`src/rtl/task3_line_fsm.sv`:
```
// Framebuffer line-drawing controller: clears the 160x120 screen after reset, then draws
// one Bresenham line per key press from the previous endpoint, one pixel per clock.
module task3_line_fsm #(
    parameter int unsigned SCREEN_W = 160,
    parameter int unsigned SCREEN_H = 120
) (
    input  logic       clk,
    input  logic       reset,
    input  logic       key,
    input  logic [8:0] x1,
    input  logic [8:0] y1,
    input  logic [2:0] input_color,
    output logic [8:0] x_out,
    output logic [8:0] y_out,
    output logic       write_out,
    output logic [2:0] color
);

    localparam int unsigned CW = 9;
    localparam int unsigned AW = 11;
    localparam int unsigned KW = 3;

    localparam logic [1:0] S_CLEAR = 2'd0;
    localparam logic [1:0] S_IDLE  = 2'd1;
    localparam logic [1:0] S_INIT  = 2'd2;
    localparam logic [1:0] S_DRAW  = 2'd3;

    logic [1:0]           r_state, w_state_n;
    logic                 r_key_q;
    logic [CW-1:0]        r_x_out, w_x_out_n;
    logic [CW-1:0]        r_y_out, w_y_out_n;
    logic                 r_wr, w_wr_n;
    logic [KW-1:0]        r_color, w_color_n;
    logic [CW-1:0]        r_px, w_px_n;
    logic [CW-1:0]        r_py, w_py_n;
    logic [CW-1:0]        r_tx, w_tx_n;
    logic [CW-1:0]        r_ty, w_ty_n;
    logic [KW-1:0]        r_lcol, w_lcol_n;
    logic [AW-1:0]        r_cx, w_cx_n;
    logic [AW-1:0]        r_cy, w_cy_n;
    logic signed [AW-1:0] r_dx, w_dx_n;
    logic signed [AW-1:0] r_dy, w_dy_n;
    logic signed [AW-1:0] r_err, w_err_n;
    logic                 r_sx_neg, w_sx_neg_n;
    logic                 r_sy_neg, w_sy_neg_n;
    logic [CW-1:0]        r_clr_x, w_clr_x_n;
    logic [CW-1:0]        r_clr_y, w_clr_y_n;

    logic                 w_edge;
    logic signed [AW-1:0] w_dxs;
    logic signed [AW-1:0] w_dys;
    logic signed [AW-1:0] w_dx_abs;
    logic signed [AW-1:0] w_dy_nabs;
    logic signed [AW:0]   w_e2;
    logic signed [AW:0]   w_dx_w;
    logic signed [AW:0]   w_dy_w;
    logic                 w_step_x;
    logic                 w_step_y;
    logic                 w_on_screen;
    logic                 w_at_end;

    assign w_edge    = key & ~r_key_q;
    assign w_dxs     = $signed(AW'(x1)) - $signed(AW'(r_px));
    assign w_dys     = $signed(AW'(y1)) - $signed(AW'(r_py));
    assign w_dx_abs  = w_dxs[AW-1] ? -w_dxs : w_dxs;
    assign w_dy_nabs = w_dys[AW-1] ? w_dys : -w_dys;

    // Bresenham decision terms, widened one bit so 2*err cannot wrap.
    assign w_e2        = {r_err, 1'b0};
    assign w_dx_w      = {r_dx[AW-1], r_dx};
    assign w_dy_w      = {r_dy[AW-1], r_dy};
    assign w_step_x    = (w_e2 >= w_dy_w);
    assign w_step_y    = (w_e2 <= w_dx_w);
    assign w_on_screen = (r_cx < AW'(SCREEN_W)) && (r_cy < AW'(SCREEN_H));
    assign w_at_end    = (r_cx == AW'(r_tx)) && (r_cy == AW'(r_ty));

    // Next-state and next-output logic.
    always_comb begin
        w_state_n  = r_state;
        w_x_out_n  = r_x_out;
        w_y_out_n  = r_y_out;
        w_wr_n     = 1'b0;
        w_color_n  = r_color;
        w_px_n     = r_px;
        w_py_n     = r_py;
        w_tx_n     = r_tx;
        w_ty_n     = r_ty;
        w_lcol_n   = r_lcol;
        w_cx_n     = r_cx;
        w_cy_n     = r_cy;
        w_dx_n     = r_dx;
        w_dy_n     = r_dy;
        w_err_n    = r_err;
        w_sx_neg_n = r_sx_neg;
        w_sy_neg_n = r_sy_neg;
        w_clr_x_n  = r_clr_x;
        w_clr_y_n  = r_clr_y;

        case (r_state)
            S_CLEAR: begin
                w_x_out_n = r_clr_x;
                w_y_out_n = r_clr_y;
                w_color_n = '0;
                w_wr_n    = 1'b1;
                if (r_clr_x == CW'(SCREEN_W - 1)) begin
                    w_clr_x_n = '0;
                    if (r_clr_y == CW'(SCREEN_H - 1)) begin
                        w_clr_y_n = '0;
                        w_state_n = S_IDLE;
                    end else begin
                        w_clr_y_n = r_clr_y + CW'(1);
                    end
                end else begin
                    w_clr_x_n = r_clr_x + CW'(1);
                end
            end
            S_IDLE: begin
                if (w_edge) w_state_n = S_INIT;
            end
            S_INIT: begin
                w_tx_n     = x1;
                w_ty_n     = y1;
                w_lcol_n   = input_color;
                w_cx_n     = AW'(r_px);
                w_cy_n     = AW'(r_py);
                w_dx_n     = w_dx_abs;
                w_dy_n     = w_dy_nabs;
                w_err_n    = w_dx_abs + w_dy_nabs;
                w_sx_neg_n = !(r_px < x1);
                w_sy_neg_n = !(r_py < y1);
                w_state_n  = S_DRAW;
            end
            S_DRAW: begin
                w_x_out_n = r_cx[CW-1:0];
                w_y_out_n = r_cy[CW-1:0];
                w_color_n = r_lcol;
                w_wr_n    = w_on_screen;
                if (w_at_end) begin
                    w_px_n    = r_tx;
                    w_py_n    = r_ty;
                    w_state_n = S_IDLE;
                end else begin
                    // Both axis updates use the pre-step error term.
                    w_err_n = r_err + (w_step_x ? r_dy : '0) + (w_step_y ? r_dx : '0);
                    if (w_step_x) w_cx_n = r_cx + (r_sx_neg ? {AW{1'b1}} : AW'(1));
                    if (w_step_y) w_cy_n = r_cy + (r_sy_neg ? {AW{1'b1}} : AW'(1));
                end
            end
            default: w_state_n = S_CLEAR;
        endcase
    end

    always_ff @(posedge clk) begin
        if (reset) begin
            r_state  <= S_CLEAR;
            r_key_q  <= 1'b0;
            r_x_out  <= '0;
            r_y_out  <= '0;
            r_wr     <= 1'b0;
            r_color  <= '0;
            r_px     <= '0;
            r_py     <= '0;
            r_tx     <= '0;
            r_ty     <= '0;
            r_lcol   <= '0;
            r_cx     <= '0;
            r_cy     <= '0;
            r_dx     <= '0;
            r_dy     <= '0;
            r_err    <= '0;
            r_sx_neg <= 1'b0;
            r_sy_neg <= 1'b0;
            r_clr_x  <= '0;
            r_clr_y  <= '0;
        end else begin
            r_state  <= w_state_n;
            r_key_q  <= key;
            r_x_out  <= w_x_out_n;
            r_y_out  <= w_y_out_n;
            r_wr     <= w_wr_n;
            r_color  <= w_color_n;
            r_px     <= w_px_n;
            r_py     <= w_py_n;
            r_tx     <= w_tx_n;
            r_ty     <= w_ty_n;
            r_lcol   <= w_lcol_n;
            r_cx     <= w_cx_n;
            r_cy     <= w_cy_n;
            r_dx     <= w_dx_n;
            r_dy     <= w_dy_n;
            r_err    <= w_err_n;
            r_sx_neg <= w_sx_neg_n;
            r_sy_neg <= w_sy_neg_n;
            r_clr_x  <= w_clr_x_n;
            r_clr_y  <= w_clr_y_n;
        end
    end

    assign x_out     = r_x_out;
    assign y_out     = r_y_out;
    assign write_out = r_wr;
    assign color     = r_color;

endmodule

```
`config.mk`:
```
export PLATFORM = sky130hd
export DESIGN_NAME = task3_line_fsm
export DESIGN_NICKNAME = d
export VERILOG_FILES = /design/src/rtl/task3_line_fsm.sv
export SDC_FILE = /design/constraint.sdc
export NUM_CORES = 1
export LEC_CHECK = 0
export ABC_CLOCK_PERIOD_IN_PS = 8100
export CAP_MARGIN = 20
export CORE_MARGIN = 2
export CORE_UTILIZATION = 50
export DETAILED_ROUTE_END_ITERATION = 6
export PLACE_DENSITY = 0.68
export SETUP_SLACK_MARGIN = 0.15
export SYNTH_ARGS = -nofsm -noshare
export SYNTH_HDL_FRONTEND = slang
export SYNTH_SLANG_ARGS = --single-unit
```
`constraint.sdc`:
```
create_clock -name clk -period 8.1 [get_ports clk]
set_input_delay 1.62 -clock clk [delete_from_list [all_inputs] [get_ports clk]]
set_output_delay 1.62 -clock clk [all_outputs]
set_load 0.02 [all_outputs]
```
* Word-level counts from Yosys, hierarchy flattened *
Cells that the tools add are included.

cells by class
  add/subtract/negate cells = 11
  mux-type cells = 25
  eq/ne operators = 14
  order comparisons = 6
  bitwise logic cells = 2
  reduce and logical (&&, ||, !) cells = 13

operator list
  kind                                                                            count
  11-bit 2-to-1 mux                                                               11
  11-bit case mux with 2 select lines                                             3
  11-bit adder                                                                    5
  9-bit case mux with 2 select lines                                              2
  11-bit by 9-bit equality test with 1-bit output                                 2
  10-bit negator with 11-bit output                                               2
  9-bit by 9-bit subtractor with 10-bit output                                    2
  9-bit by 1-bit adder with 9-bit output (second input constant)                  2
  9-bit less-than comparator                                                      2
  9-bit 2-to-1 mux                                                                2
  2-bit != test (second input constant)                                           7
  12-bit by 11-bit >= comparator with 1-bit output                                1
  12-bit by 11-bit less-or-equal comparator with 1-bit output                     1
  11-bit by 7-bit less-than comparator with 1-bit output (second input constant)  1
  11-bit by 8-bit less-than comparator with 1-bit output (second input constant)  1
  9-bit by 7-bit equality test with 1-bit output (second input constant)          1
  9-bit by 8-bit equality test with 1-bit output (second input constant)          1
  2-bit 2-to-1 mux                                                                4
  2-bit case mux with 4 select lines                                              1
  3-bit case mux with 2 select lines                                              1
  2-bit AND reduction                                                             3
  3-bit AND reduction                                                             2
  2-bit equality test (second input constant)                                     2
  4-bit AND reduction                                                             1
  8 further kinds                                                                 11

storage, ports and cells
  output and inout bits = 22
  input bits = 24
  register bits = 139
  word-level logic and storage cells = 91

* Longest topological paths before layout *
Gate-level depths: netlist of the first run.

  depth in word-level cells = 6
  depth in mapped cells = 20
  mapped depth without buffers = 19

* Least setup slack after synthesis of the first run *
OpenSTA, ideal clock, no wires.

  path type = input to register
  start = input port x1[1]
  end = register r_err[9]
  buffers on the path = 0
  slack = 3.067 ns
  arrival time = 4.942 ns
  library setup time = 0.091 ns
  required time = 8.009 ns
  stages = 15
  cells stage by stage = ha_1 > nor2b_1 > o2111ai_1 > a31o_2 > a31oi_2 > mux2_2 > ha_1 > a21o_1 > a21oi_1 > o21ai_0 > o41ai_1 > o21ai_0 > xor2_1 > nand2b_1 > a311oi_1

between the ends
  word-level cells in the longest chain between the ends = 5

ends and longest elaborated chain
  what                                            line  text
  from (decl)                                     10    input logic [8:0] x1,
  9-bit by 9-bit subtractor with 10-bit output *  63    assign w_dxs = $signed(AW'(x1)) - $signed(AW'(r_px));
  10-bit negator with 11-bit output               65    assign w_dx_abs = w_dxs[AW-1] ? -w_dxs : w_dxs;
  11-bit 2-to-1 mux *                             65
  named net w_dx_abs[1]                           52    logic signed [AW-1:0] w_dx_abs;
  11-bit adder *                                  128   w_err_n = w_dx_abs + w_dy_nabs;
  11-bit case mux with 2 select lines *           99    case (r_state)
  to (signal assigned)                            191   r_err <= w_err_n;
  to (decl)                                       43    logic signed [AW-1:0] r_err, w_err_n;

Mark *: on every way through the listed nets, which the timed path passes. The rest lies on a longest branch.
A chain may end at the register's enable or synchronous reset.

* Worst setup path in the final report of the first run *
Same ends and word-level chain as after synthesis.

==> results of run 1 <==
cell type report:
class / count / area [µm²]
flip-flops and latches: 139 / 2780
multi-input cells: 864 / 6250
fillers: 1708 / 7940
clock buffers: 22 / 494
clock inverters: 9 / 111
inverters: 74 / 278
well taps: 234 / 293
repair buffers: 52 / 500
metal layers:
layer,vias to the layer above,GRT usage (%)
met5,-,0
met4,0,7.95
met3,30,3.10
met2,109,38.7
met1,3619,29.2
li1,3961,-
per-stage QoR:
| step | total power (µW) | setup slack (ps) |
|---|---|---|
| floorplan | 878 | 3070 |
| global placement | 932 | 2250 |
| detailed placement | 934 | 2120 |
| CTS | 1730 | 2570 |
| global route | 1790 | 2270 |
| finish | 1720 | 2550 |
critical path, cell delays in order:
cell and delay [ps]:
clkdlybuf4s50_1 490, ha_1 340, nor2b_1 220, o2111ai_1 160, a31o_2 300, a31oi_2 390, mux2_2 450, ha_1 300
a21o_1 160, a21oi_1 210, o21ai_0 150, o41ai_1 430, o21ai_0 190, xor2_1 160, nand2b_1 70, a311oi_1 240
worst min path at each step:
| stage | from | slack [ps] | cells past startpoint | end |
|---|---|---|---|---|
| finish | r_cy[9]$_SDFFE_PP0P_ | 470 | 2 | r_cy[9]$_SDFFE_PP0P_ |
| CTS | r_cy[10]$_SDFFE_PP0P_ | 470 | 1 | r_cy[10]$_SDFFE_PP0P_ |
| floorplan | r_cy[10]$_SDFFE_PP0P_ | 440 | 1 | r_cy[10]$_SDFFE_PP0P_ |
| global placement | r_cy[10]$_SDFFE_PP0P_ | 460 | 1 | r_cy[10]$_SDFFE_PP0P_ |
| global route | r_cy[10]$_SDFFE_PP0P_ | 490 | 1 | r_cy[10]$_SDFFE_PP0P_ |
| detailed placement | r_cy[10]$_SDFFE_PP0P_ | 470 | 1 | r_cy[10]$_SDFFE_PP0P_ |
power by group:
part | internal, µW | total (µW) | leakage (µW) | switching, µW
Sequential | 686 | 688 | 0.00112 | 2.09
Clock | 493 | 801 | 0.000283 | 308
Combinational | 98.0 | 234 | 0.00299 | 136
sequential cells by signal, summed over array words and instances, names as in the netlist, 2 cells and up:
signal	count
r_lcol	3
r_ty	9
r_tx	9
r_state	2
y_out	9
r_px	9
x_out	9
r_dx	11
color	3
r_cy	11
r_cx	11
r_dy	11
r_py	9
r_clr_y	9
r_clr_x	9
r_err	11
layout by cell type (no fill, tap or decap), types with 9 or more instances in the layout:
cell	n
nor2_1	203
dfxtp_1	139
mux2i_1	84
ha_1	84
inv_1	73
a21oi_1	66
xor2_1	53
nand2_1	49
clkdlybuf4s50_1	44
o21ai_0	37
xnor2_1	36
a211oi_1	30
nor3_1	20
nand3_1	20
clkbuf_16	17
fa_1	16
a21o_1	15
o21a_1	12
nand4_1	10
and3_1	9
cell families (layout without fill, tap and decap cells):
kind of cell	Yosys count	after routing	synth area share, %
xor gates and xnor gates	91	91	8.74
AOI/OAI and AO/OA	218	218	15.5
adders and majority gates	102	102	14.7
DFF	139	139	29.3
buffers and inverters	116	157	4.96
muxes	86	86	9.09
and+or+nand+nor	367	367	17.7
synthesized netlist by cell type (all sizes together) (5+ instances only):
| cell type | n | share of area, % |
|---|---|---|
| a211oi | 31 | 2.6 |
| a21o | 15 | 1.2 |
| a21oi | 67 | 3.6 |
| a31oi | 5 | 0.40 |
| and3 | 9 | 0.59 |
| buf | 12 | 0.84 |
| clkbuf | 30 | 1.2 |
| dfxtp | 139 | 29 |
| fa | 16 | 3.4 |
| ha | 86 | 11 |
| inv | 73 | 2.9 |
| mux2i | 84 | 8.9 |
| nand2 | 49 | 1.9 |
| nand2b | 8 | 0.53 |
| nand3 | 20 | 1.1 |
| nand4 | 10 | 0.66 |
| nor2 | 203 | 8.0 |
| nor2b | 7 | 0.46 |
| nor3 | 21 | 1.2 |
| nor4 | 7 | 0.46 |
| o21a | 12 | 0.95 |
| o21ai | 45 | 2.5 |
| o21bai | 5 | 0.40 |
| or2 | 7 | 0.46 |
| or3 | 5 | 0.38 |
| xnor2 | 37 | 3.6 |
| xor2 | 53 | 4.9 |
==> impl_metrics.csv, run 1 <==
group,metric,value,unit
cells_and_area,post-route-util,57.4,%
timing,period_minus_slack,5550,ps
timing,worst_slew_pin_slew,1080,ps
timing,rsz0062_at_grt,"false",
clock_tree,root_buffer,"clkbuf_16",
floorplan,die-area,0.0201,mm²
global_routing,grt_usage,22.6,%
floorplan,die_h,142,µm
placement,place_hpwl,16.6,mm
detailed_routing,vias,7719,
status,status,"completed",
detailed_routing,met3WireLength,519,µm
placement,portBuffers,45,
detailed_routing,highest-signal-layer,"met4",
synthesis,synth_area,0.00949,mm²
critical_path,reg2reg_slack,3450,ps
floorplan,core_area,0.0186,mm²
critical_path,cp-end-kind,"flop",
synthesis,syn_inst,1119,
cells_and_area,layout.nets,1274,
clock_tree,cts_tree,"built",
detailed_routing,met2_length,10.7,mm
global_routing,grt_pass1_wl,36.3,mm
synthesis,ys_types,73,
global_routing,grt-ovfl-total,0,
detailed_routing,drc_errors,0,
synthesis,syn_nets,1245,
timing,max_freq,180,MHz
detailed_routing,wl_per_cell,16.1,µm
cells_and_area,stdcell_area,0.0107,mm²
critical_path,criticalPathCategory,"input port to flop",
synthesis,synth_edf_count,0,
timing,hold_violations,0,
timing,relSlewSlack,27.9,%
placement,gp_congestion,0.875,
timing,setup_tns,0,ps
global_routing,grt_pass1_vias,7317,
critical_path,crit_path_end,"r_err[9]$_SDFFE_PP0P_",
power,power_per_cell_area,161,mW/mm²
detailed_routing,wl_met1,10.7,mm
critical_path,critPathMaxFanout,10,
clock_tree,clockBufferDepth,2,
cells_and_area,diodes,0,
timing,skew,8.16,ps
critical_path,arrival,5880,ps
placement,dpl_cell_area,0.0101,mm²
timing,setup_viol,0,
timing,post-route-period-util,68.5,%
min_path,hold_class,"flop to flop",
cells_and_area,synthToLayoutAreaGrowth,12.8,%
synthesis,ys.flop_type,"dfxtp_1",
critical_path,cp.required,8430,ps
synthesis,async_reset_ff_share,0,%
clock_tree,hold_buffers,0,
clock_tree,postCtsSetupBuffers,0,
clock_tree,numCtsBuffers,17,
flow_run,maxCapViolations,0,
power,ir_drop,0.000151,V
placement,place_inst,1363,
cells_and_area,instances_no_fill,1394,
critical_path,r2r_cells,19,
synthesis,yosysSeqAreaShare,29.3,%
cells_and_area,drive_gt1_share,5.78,%
power,p_leak,0.00440,µW
clock_tree,clkLatencyLatePin,430,ps
detailed_routing,drt-total-wl,22.4,mm
detailed_routing,drtIter0Drc,351,
floorplan,die_w,142,µm
critical_path,critPathLaunchType,"input port",
synthesis,synth.yosys.warnings,0,
global_routing,antenna_found_initial,0,
detailed_routing,vias_per_cell,5.54,
clock_tree,h-tree-depth,4,
critical_path,r2r-end,"r_err[9]$_SDFFE_PP0P_",
critical_path,r2r-start,"r_dy[1]$_SDFFE_PP0P_",
timing,worst_hold_slack,471,ps
clock_tree,clk_pin_slew,60,ps
critical_path,crit_start,"x1[1]",
detailed_routing,first_pass_iters,5,
floorplan,rows,50,
timing,slew_violations,0,
clock_tree,postCtsResizedCells,0,
synthesis,yosys_register_bits,139,
detailed_routing,antenna_left,0,
clock_tree,clock_sinks,139,
floorplan,start_util,50.9,%
floorplan,ios,46,
global_routing,grt_max_degree,79,
synthesis,avgSynthCellArea,8.48,µm²
No activity file was read; power rests on OpenSTA's default activity.
==> run 2: changes to the inputs <==
--- a/config.mk
+++ b/config.mk
@@ -5,7 +5,7 @@
 export SDC_FILE = /design/constraint.sdc
 export NUM_CORES = 1
 export LEC_CHECK = 0
-export ABC_CLOCK_PERIOD_IN_PS = 8100
+export ABC_CLOCK_PERIOD_IN_PS = 5500
 export CAP_MARGIN = 20
 export CORE_MARGIN = 2
 export CORE_UTILIZATION = 50
==> constraint.sdc (replaced) <==
create_clock -name clk -period 5.5 [get_ports clk]
set_input_delay 1.1 -clock clk [delete_from_list [all_inputs] [get_ports clk]]
set_output_delay 1.1 -clock clk [all_outputs]
set_load 0.02 [all_outputs]
==> run 2 against run 1 <==
Net effect:
- combinational power is 50% higher
- worst hold slack worse by 0.65 ps
- register-to-register slack got worse by 2700 ps
- largest power group unchanged
- die area is the same
- utilization increased by 0.28 points
- clock skew grew 1.1 ps
- critical path depth increased by 1
==> impl_metrics.csv, run 2 (synthesized netlist as in run 1, its figures left out) <==
group,metric,value,unit
status,status,"completed",
cells_and_area,layout.nets,1279,
critical_path,cpLargestDelayFamily,"compound AO/OA/AOI/OAI gates",
clock_tree,clock_sinks,139,
clock_tree,postCtsResizedCells,0,
detailed_routing,antenna_left,0,
clock_tree,hold_buffers,0,
cells_and_area,post-route-util,57.7,%
power,ir_drop,0.000252,V
timing,relSlewSlack,31.6,%
placement,gp_congestion,0.886,
critical_path,arrival,5070,ps
timing,hold_violations,0,
floorplan,die_h,142,µm
global_routing,grt_usage,23.3,%
clock_tree,numCtsBuffers,17,
timing,setup_viol,0,
min_path,hold_class,"flop to flop",
critical_path,cpMostUsedCell,"o21ai_0",
detailed_routing,wl_per_cell,16.2,µm
floorplan,core_area,0.0186,mm²
clock_tree,clockBufferDepth,2,
timing,period_minus_slack,4740,ps
floorplan,die_w,142,µm
global_routing,grt_pass1_vias,7505,
detailed_routing,drt-total-wl,22.7,mm
clock_tree,clkLatencyLatePin,420,ps
timing,layout_setup_ws,764,ps
detailed_routing,vias_per_cell,5.57,
timing,post-route-period-util,86.1,%
timing,max_freq,211,MHz
critical_path,cpMaxStageDelayCell,"clkdlybuf4s50_1",
clock_tree,root_buffer,"clkbuf_16",
detailed_routing,drc_errors,0,
power,power_per_cell_area,236,mW/mm²
floorplan,start_util,50.9,%
cells_and_area,layout_common_cells,"nor2_1 (203), dfxtp_1 (139), mux2i_1 (84), ha_1 (84), inv_1 (73)",
timing,slew_violations,0,
flow_run,maxCapViolations,0,
clock_tree,h-tree-depth,4,
placement,place_hpwl,16.7,mm
cells_and_area,drive_gt1_share,6.17,%
timing,skew,9.27,ps
critical_path,cp.required,5830,ps
clock_tree,postCtsSetupBuffers,0,
global_routing,grt-ovfl-total,0,
placement,portBuffers,45,
clock_tree,clk_pin_slew,60,ps
cells_and_area,synthToLayoutAreaGrowth,13.3,%
critical_path,cp_cell_sequence,"clkdlybuf4s50_1 > ha_1 > o21ai_0 > a21oi_2 > o21ai_2 > a211oi_4 > or2_2 > o21ai_0 > ha_1 > a21o_1 > a21oi_1 > o21ai_0 > o41ai_1 > o21ai_0 > xor2_1 > nand2b_1 > a311oi_1",
critical_path,critPathMaxFanout,6,
critical_path,criticalPathCategory,"input port to flop",
global_routing,grt_pass1_wl,37.4,mm
detailed_routing,first_pass_iters,5,
critical_path,cp-end-kind,"flop",
timing,worst_slew_pin_slew,1030,ps
cells_and_area,layout_commonest_cell,"nor2_1",
critical_path,cp_num_buf_inv,1,
floorplan,ios,46,
detailed_routing,drtIter0Drc,363,
critical_path,critPathLaunchType,"input port",
floorplan,die-area,0.0201,mm²
clock_tree,cts_tree,"built",
timing,setup_tns,0,ps
critical_path,slowest_delay,450,ps
placement,dp_slack,354,ps
timing,worst_hold_slack,470,ps
timing,rsz0062_at_grt,"false",
floorplan,rows,50,
global_routing,grt_max_degree,95,
cells_and_area,diodes,0,
power,p_leak,0.00444,µW
detailed_routing,vias,7795,
global_routing,antenna_found_initial,0,
==> run 2: changes by cell type in the layout (fill, tap and decap cells not counted), sizes merged <==
cell / previous run / this run
buf: 8 / 13
bufinv: 2 / 3
clkinvlp: 5 / 3
clkinv: 2 / 7
inv: 74 / 75
clkbuf: 22 / 18
==> run 2: power by group <==
group | leakage (µW) | internal [µW] | switching, µW
Combinational | 0.00303 | 147 | 203
Clock | 0.000287 | 715 | 462
Sequential | 0.00112 | 1010 | 3.16
==> run 2: routing by layer <==
metal / routed length [µm] / global-route usage (%) / up-vias / share of wire, %
met4: 727 / 9.00 / 0 / 3.2
met3: 589 / 3.64 / 37 / 2.6
met1: 10800 / 30.5 / 3670 / 48
met5: 0 / 0 / - / 0
met2: 10600 / 38.7 / 119 / 47
li1: - / - / 3969 / -
==> run 2: layout make-up <==
class	count	area, µm²
fillers	1723	7890
multi-input cells	864	6250
flip-flops and latches	139	2780
repair buffers	57	558
clock buffers	18	429
well taps	234	293
inverters	74	278
clock inverters	14	171
==> run 2: path summary, 6_finish.rpt <==
path | cells after the start | endpoint | startpoint | slack [ps]
min | 1 | r_cy[10]$_SDFFE_PP0P_ | r_cy[10]$_SDFFE_PP0P_ | 470
min reg2reg | 1 | r_cy[10]$_SDFFE_PP0P_ | r_cy[10]$_SDFFE_PP0P_ | 470
max | 17 | r_err[9]$_SDFFE_PP0P_ | y1[2] | 760
max reg2reg | 19 | r_err[9]$_SDFFE_PP0P_ | r_dy[1]$_SDFFE_PP0P_ | 790
==> run 2: metrics by stage <==
stage                     power, µW  std cells  cell area (µm²)
after floorplan                1290       1119             9490
after global placement         1380       1367            10100
after detailed placement       1380       1367            10100
after CTS                      2560       1399            10700
after global routing           2640       1400            10800
final                          2540       1400            10800
